### src/rtl/cordic_iter_counter_pkg.sv
// Shared constants for the CORDIC iteration counter: state encoding,
// direction and mode values.
package cordic_counter_pkg;

  typedef logic [1:0] state_t;

  localparam state_t ST_IDLE = 2'd0;
  localparam state_t ST_RUN  = 2'd1;
  localparam state_t ST_DONE = 2'd2;

  localparam logic DIR_UP   = 1'b0;
  localparam logic DIR_DOWN = 1'b1;

  localparam logic MODE_ONESHOT = 1'b0;
  localparam logic MODE_WRAP    = 1'b1;

endpackage

### src/rtl/cordic_iter_counter_if.sv
// Control and status bundle between the CORDIC control FSM (master) and the
// iteration counter (slave).
interface cordic_iter_counter_if #(
  parameter int COUNTER_WIDTH = 5
);

  logic                     enable;
  logic                     start;
  logic                     abort;
  logic                     load;
  logic [COUNTER_WIDTH-1:0] load_value;
  logic [COUNTER_WIDTH-1:0] limit;
  logic                     dir;
  logic                     wrap;
  logic [COUNTER_WIDTH-1:0] c_output_W;
  logic                     busy;
  logic                     done;
  logic                     tc;

  modport master (
    output enable, start, abort, load, load_value, limit, dir, wrap,
    input  c_output_W, busy, done, tc
  );

  modport slave (
    input  enable, start, abort, load, load_value, limit, dir, wrap,
    output c_output_W, busy, done, tc
  );

endinterface

### src/rtl/cordic_iter_counter_step.sv
// Combinational step unit: next count in the requested direction and the
// flag telling whether the current count has reached the end value.
module cordic_count_step
  import cordic_counter_pkg::*;
#(
  parameter int COUNTER_WIDTH = 5
) (
  input  logic [COUNTER_WIDTH-1:0] count_i,
  input  logic [COUNTER_WIDTH-1:0] limit_i,
  input  logic                     dir_i,
  output logic [COUNTER_WIDTH-1:0] next_o,
  output logic                     at_end_o
);

  localparam logic [COUNTER_WIDTH-1:0] ONE = COUNTER_WIDTH'(1);

  logic [COUNTER_WIDTH-1:0] end_val;

  // Step modulo 2^COUNTER_WIDTH; counting down ends at 0, up ends at limit.
  always_comb begin
    end_val  = (dir_i == DIR_DOWN) ? '0 : limit_i;
    next_o   = (dir_i == DIR_DOWN) ? (count_i - ONE) : (count_i + ONE);
    at_end_o = (count_i == end_val);
  end

endmodule

### src/rtl/cordic_iter_counter.sv
// CORDIC iteration counter: up/down counter with programmable terminal value,
// parallel load, one-shot or wrap mode, abort, and start/busy/done handshake.
module cordic_iter_counter
  import cordic_counter_pkg::*;
#(
  parameter int                       COUNTER_WIDTH = 5,
  parameter logic [COUNTER_WIDTH-1:0] RESET_VALUE   = '0
) (
  input  logic                  clk,
  input  logic                  rst,
  cordic_iter_counter_if.slave  bus
);

  state_t                   state_q, state_d;
  logic [COUNTER_WIDTH-1:0] count_q, count_d;
  logic                     tc_q, tc_d;

  logic [COUNTER_WIDTH-1:0] step_next;
  logic                     at_end;
  logic [COUNTER_WIDTH-1:0] start_val;

  // First value of a sequence; re-evaluated live so a wrap picks up a new limit.
  assign start_val = (bus.dir == DIR_DOWN) ? bus.limit : '0;

  cordic_count_step #(
    .COUNTER_WIDTH (COUNTER_WIDTH)
  ) u_step (
    .count_i  (count_q),
    .limit_i  (bus.limit),
    .dir_i    (bus.dir),
    .next_o   (step_next),
    .at_end_o (at_end)
  );

  // State, count and wrap-pulse registers with asynchronous reset.
  // NOTE: sequential state uses non-blocking assignments so every register
  // samples the pre-edge values; combinational blocks use blocking ones.
  always_ff @(posedge clk or posedge rst) begin
    if (rst) begin
      state_q <= ST_IDLE;
      count_q <= RESET_VALUE;
      tc_q    <= 1'b0;
    end else begin
      state_q <= state_d;
      count_q <= count_d;
      tc_q    <= tc_d;
    end
  end

  // Next state and next count, priority abort > load > start > enable.
  // NOTE: every target gets a default first so no path leaves it unassigned
  // and no latch is inferred.
  always_comb begin
    state_d = state_q;
    count_d = count_q;
    tc_d    = 1'b0;
    case (state_q)
      ST_IDLE: begin
        // abort has nothing to terminate here; load still beats start.
        if (bus.load) begin
          count_d = bus.load_value;
        end else if (bus.start) begin
          count_d = start_val;
          state_d = ST_RUN;
        end
      end
      ST_RUN: begin
        if (bus.abort) begin
          state_d = ST_IDLE;
        end else if (bus.load) begin
          count_d = bus.load_value;
        end else if (bus.enable) begin
          if (at_end) begin
            if (bus.wrap == MODE_WRAP) begin
              count_d = start_val;
              tc_d    = 1'b1;
            end else begin
              state_d = ST_DONE;
            end
          end else begin
            count_d = step_next;
          end
        end
      end
      ST_DONE: begin
        if (bus.load) begin
          count_d = bus.load_value;
        end
        state_d = ST_IDLE;
      end
      default: begin
        state_d = ST_IDLE;
      end
    endcase
  end

  // Status outputs decoded purely from registers, so they are glitch-free.
  always_comb begin
    bus.c_output_W = count_q;
    bus.busy       = (state_q == ST_RUN);
    bus.done       = (state_q == ST_DONE);
    bus.tc         = tc_q;
  end

endmodule

### src/flat_wrapper.sv
// flat-port wrapper written by rule: the top's interface ports become plain ports
module cordic_iter_counter_flat import cordic_counter_pkg::*;
#(
  parameter int                       COUNTER_WIDTH = 5,
  parameter logic [COUNTER_WIDTH-1:0] RESET_VALUE   = '0
)
  (clk, rst, bus_enable, bus_start, bus_abort, bus_load, bus_load_value, bus_limit, bus_dir, bus_wrap, bus_c_output_W, bus_busy, bus_done, bus_tc);
  cordic_iter_counter_if #(.COUNTER_WIDTH(COUNTER_WIDTH)) bus_i ();
  input  logic clk;
  input  logic rst;
  input wire logic [$bits(bus_i.enable)-1:0] bus_enable;
  input wire logic [$bits(bus_i.start)-1:0] bus_start;
  input wire logic [$bits(bus_i.abort)-1:0] bus_abort;
  input wire logic [$bits(bus_i.load)-1:0] bus_load;
  input wire logic [$bits(bus_i.load_value)-1:0] bus_load_value;
  input wire logic [$bits(bus_i.limit)-1:0] bus_limit;
  input wire logic [$bits(bus_i.dir)-1:0] bus_dir;
  input wire logic [$bits(bus_i.wrap)-1:0] bus_wrap;
  output wire logic [$bits(bus_i.c_output_W)-1:0] bus_c_output_W;
  output wire logic [$bits(bus_i.busy)-1:0] bus_busy;
  output wire logic [$bits(bus_i.done)-1:0] bus_done;
  output wire logic [$bits(bus_i.tc)-1:0] bus_tc;
  assign bus_i.enable = bus_enable;
  assign bus_i.start = bus_start;
  assign bus_i.abort = bus_abort;
  assign bus_i.load = bus_load;
  assign bus_i.load_value = bus_load_value;
  assign bus_i.limit = bus_limit;
  assign bus_i.dir = bus_dir;
  assign bus_i.wrap = bus_wrap;
  assign bus_c_output_W = bus_i.c_output_W;
  assign bus_busy = bus_i.busy;
  assign bus_done = bus_i.done;
  assign bus_tc = bus_i.tc;
  cordic_iter_counter #(.COUNTER_WIDTH(COUNTER_WIDTH), .RESET_VALUE(RESET_VALUE)) u_core (.clk(clk), .rst(rst), .bus(bus_i));
endmodule
### config.mk
export PLATFORM = sky130hd
export DESIGN_NAME = cordic_iter_counter_flat
export DESIGN_NICKNAME = d
export VERILOG_FILES = /design/src/rtl/cordic_iter_counter_pkg.sv /design/src/rtl/cordic_iter_counter_if.sv /design/src/rtl/cordic_iter_counter_step.sv /design/src/rtl/cordic_iter_counter.sv /design/src/flat_wrapper.sv
export SDC_FILE = /design/constraint.sdc
export NUM_CORES = 1
export LEC_CHECK = 0
export BUFFER_PORTS_ARGS = -buffer_cell sky130_fd_sc_hd__buf_4
export CAP_MARGIN = 25
export CORE_MARGIN = 2
export CORE_UTILIZATION = 50
export CTS_CLUSTER_SIZE = 8
export DETAILED_ROUTE_END_ITERATION = 8
export GPL_TIMING_DRIVEN = 0
export PLACE_DENSITY = 0.85
export SYNTH_ARGS = -nofsm -noshare
export SYNTH_HDL_FRONTEND = slang
export SYNTH_SLANG_ARGS = --single-unit
### constraint.sdc
create_clock -name clk -period 3.2 [get_ports clk]
set_input_delay 0.48 -clock clk [delete_from_list [all_inputs] [get_ports clk]]
set_output_delay 0.48 -clock clk [all_outputs]
set_load 0.05 [all_outputs]
==> results.sh <==
export IMPL_outcome="complete, no violations"
export IMPL_grt_max_degree=11
export IMPL_grt_pass1_vias=899
export IMPL_ant_nets=0
export IMPL_cts_buffers=3
export IMPL_final_common_cell="buf_4"
export IMPL_cts_sinks=8
export IMPL_startpoint_type="register"
export IMPL_clk_pin_slew_ps=60
export IMPL_fin_skew_ps=2.46
export IMPL_fin_nets=173
export IMPL_cts_tree="yes"
export IMPL_die_x_um=47.2
export IMPL_ir_drop_v=0.000532
export IMPL_critPathMaxFanout=10
export IMPL_dr_wl_met3_um=136
export IMPL_wl_met2_um=1200
export IMPL_synthCells=117
export IMPL_post_route_util=0.673
export IMPL_hold_path_class="primary input to async pin"
export IMPL_power_total_mw=1.01
export IMPL_r2r_end="u_core.bus.c_output_W[3]$_DFFE_PP0P_"
export IMPL_wl_met1_um=1090
export IMPL_dp_cells=167
export IMPL_yosysTopAreaCell="dfrtp_1"
export IMPL_die_height_um=47.2
export IMPL_layout_common_cells="25 x buf_4, 15 x nand2_1, 11 x nor2_1, 9 x a21oi_1, 8 x dfrtp_1"
export IMPL_viasPerCell=5.78
export IMPL_drc_errors=0
export IMPL_p_leak_nw=0.560
export IMPL_placementRows=15
export IMPL_final_setup_tns_ps=0
export IMPL_wl_per_cell_um=14.5
export IMPL_cts_resized_gates=0
export IMPL_reg2reg_slack_ps=880
export IMPL_area_delta_synth_final_pct=25.9
export IMPL_dpl_hpwl_um=1880
export IMPL_fin_cells=170
export IMPL_slew_headroom=0.691
export IMPL_synth_flop_cell="dfrtp_1"
export IMPL_slew_violations=0
export IMPL_crit_arrival_ps=2510
export IMPL_synth_nets=143
export IMPL_criticalPathCategory="register to register"
export IMPL_power_density_nw_per_um2=862
export IMPL_drive_gt1_frac=0.234
export IMPL_ys_seq_area_frac=0.214
export IMPL_endpoint_kind="register"
export IMPL_routabilityCongestion=0.875
export IMPL_ys_ff_latch=8
export IMPL_grt_pass1_wl_um=3900
export IMPL_antenna_found_initial=0
export IMPL_cts_buffer_depth=2
export IMPL_maxCapViolCount=0
export IMPL_worstReg2RegStart="u_core.bus.c_output_W[1]$_DFFE_PP0P_"
export IMPL_avgSynthCellArea_sq_um=7.98
export IMPL_grt_usage=0.254
export IMPL_post_cts_buffers=0
export IMPL_wl_um=2470
export IMPL_worst_pin_slew_ps=463
export IMPL_yosys_top_cells_area="dfrtp_1 21%, ha_1 9.4%, nand2_1 6.0%"
export IMPL_synth_edf_count=0
export IMPL_clock_latency_ps=260
export IMPL_async_reset_ff_frac=1.00
export IMPL_synth_top_area_share=0.214
export IMPL_ios=26
export IMPL_port_buffers=25
export IMPL_initial_core_util=0.535
export IMPL_rsz0062_at_grt="false"
export IMPL_finalCritPeriodShare=0.726
export IMPL_yosysWarnings=0
export IMPL_fin_crit_ps=2320
export IMPL_finalHoldViolCount=0
export IMPL_setup_viol_count_final=0
export IMPL_r2r_cells=6
export IMPL_highest_layer="met4"
export IMPL_synth_cell_types=38
export IMPL_root_buffer="clkbuf_4"
export IMPL_drt_pre_antenna_iters=4
export IMPL_antenna_cells=0
export IMPL_drtIter0Drc=28
export IMPL_holdBufCountCts=0
export IMPL_critical_path_required_ps=3380
export IMPL_syn_area_sq_um=933
export IMPL_dieArea_sq_um=2230
export IMPL_coreArea_sq_um=1750
export IMPL_vias=982
export IMPL_fmax_ghz=0.430
export IMPL_cts_max_level=1
export IMPL_overflow=0
## sequential cells by signal (all words and copies together), names as in the netlist
| signal | count |
|---|---|
| u_core.bus.tc | 1 |
| u_core.bus.c_output_W | 5 |
| u_core.state_q | 2 |
## metrics by stage
step                      setup slack [ps]  cell area [sq um]  hold slack (ps)
after floorplan                        853                933              296
after global placement                 810               1150              458
after detailed placement               756               1150              472
after CTS                              877               1170              191
after global routing                   809               1170              207
final                                  876               1170              179
## how the worst max path moves through the flow
| stage | startpoint | end | slack, ps | depth (start not counted) |
|---|---|---|---|---|
| finish | u_core.bus.c_output_W[1]$_DFFE_PP0P_ | u_core.bus.c_output_W[3]$_DFFE_PP0P_ | 880 | 6 |
| global route | u_core.bus.c_output_W[1]$_DFFE_PP0P_ | u_core.bus.c_output_W[3]$_DFFE_PP0P_ | 810 | 6 |
| CTS | u_core.bus.c_output_W[1]$_DFFE_PP0P_ | u_core.bus.c_output_W[3]$_DFFE_PP0P_ | 880 | 6 |
| detailed placement | bus_dir | u_core.bus.c_output_W[3]$_DFFE_PP0P_ | 760 | 7 |
| global placement | bus_dir | u_core.bus.c_output_W[3]$_DFFE_PP0P_ | 810 | 7 |
| floorplan | u_core.bus.c_output_W[1]$_DFFE_PP0P_ | u_core.bus.c_output_W[3]$_DFFE_PP0P_ | 850 | 6 |
## area by class of cell
class                      instances  area [sq um]
multi-input combinational         98           684
fill                             155           571
sequential                         8           200
timing repair buffer              25           188
tap                               25          31.3
buffer                             5          26.3
clock buffer                       3          22.5
inverter                           6          22.5
## routing by layer
layer  up-vias  track usage
met5         -            0
met3         7       0.0615
li1        486            -
met2        40        0.411
met4         0        0.111
met1       449        0.319
## cell usage after synthesis, types with 2 or more instances
master / number
a211o_1: 4
xor2_1: 2
nand4b_1: 2
a211oi_1: 2
ha_1: 7
mux2i_1: 3
a21oi_1: 9
clkbuf_1: 4
o21ai_0: 7
a21o_1: 3
xnor2_1: 4
a41oi_1: 3
dfrtp_1: 8
nand2_1: 15
nand3_1: 2
and3_1: 2
nand2b_1: 4
inv_1: 6
nor2_1: 11
## cells by family after synthesis
logic type	count (synthesis)	share of synthesized area
muxes	4	0.0442
AOI/OAI and AO/OA	37	0.273
xor gates and xnor gates	6	0.0563
DFF	8	0.214
buffers and inverters	11	0.0523
and+or+nand+nor	43	0.244
adders and majority gates	8	0.115
## worst max-delay path: stages, from the launching register on
cell     delay [ps]
dfrtp_1         470
or4_1           540
a31o_1          290
nor2_4          230
mux2_2          370
o211a_1         210
o22ai_1         130
## report_power, final
group | total, mW | switching, mW | internal, mW
Clock | 0.0866 | 0.0431 | 0.0435
Combinational | 0.716 | 0.416 | 0.300
Sequential | 0.209 | 0.0688 | 0.141
Total | 1.01 | 0.528 | 0.484
(Power assumes the default switching activity.)
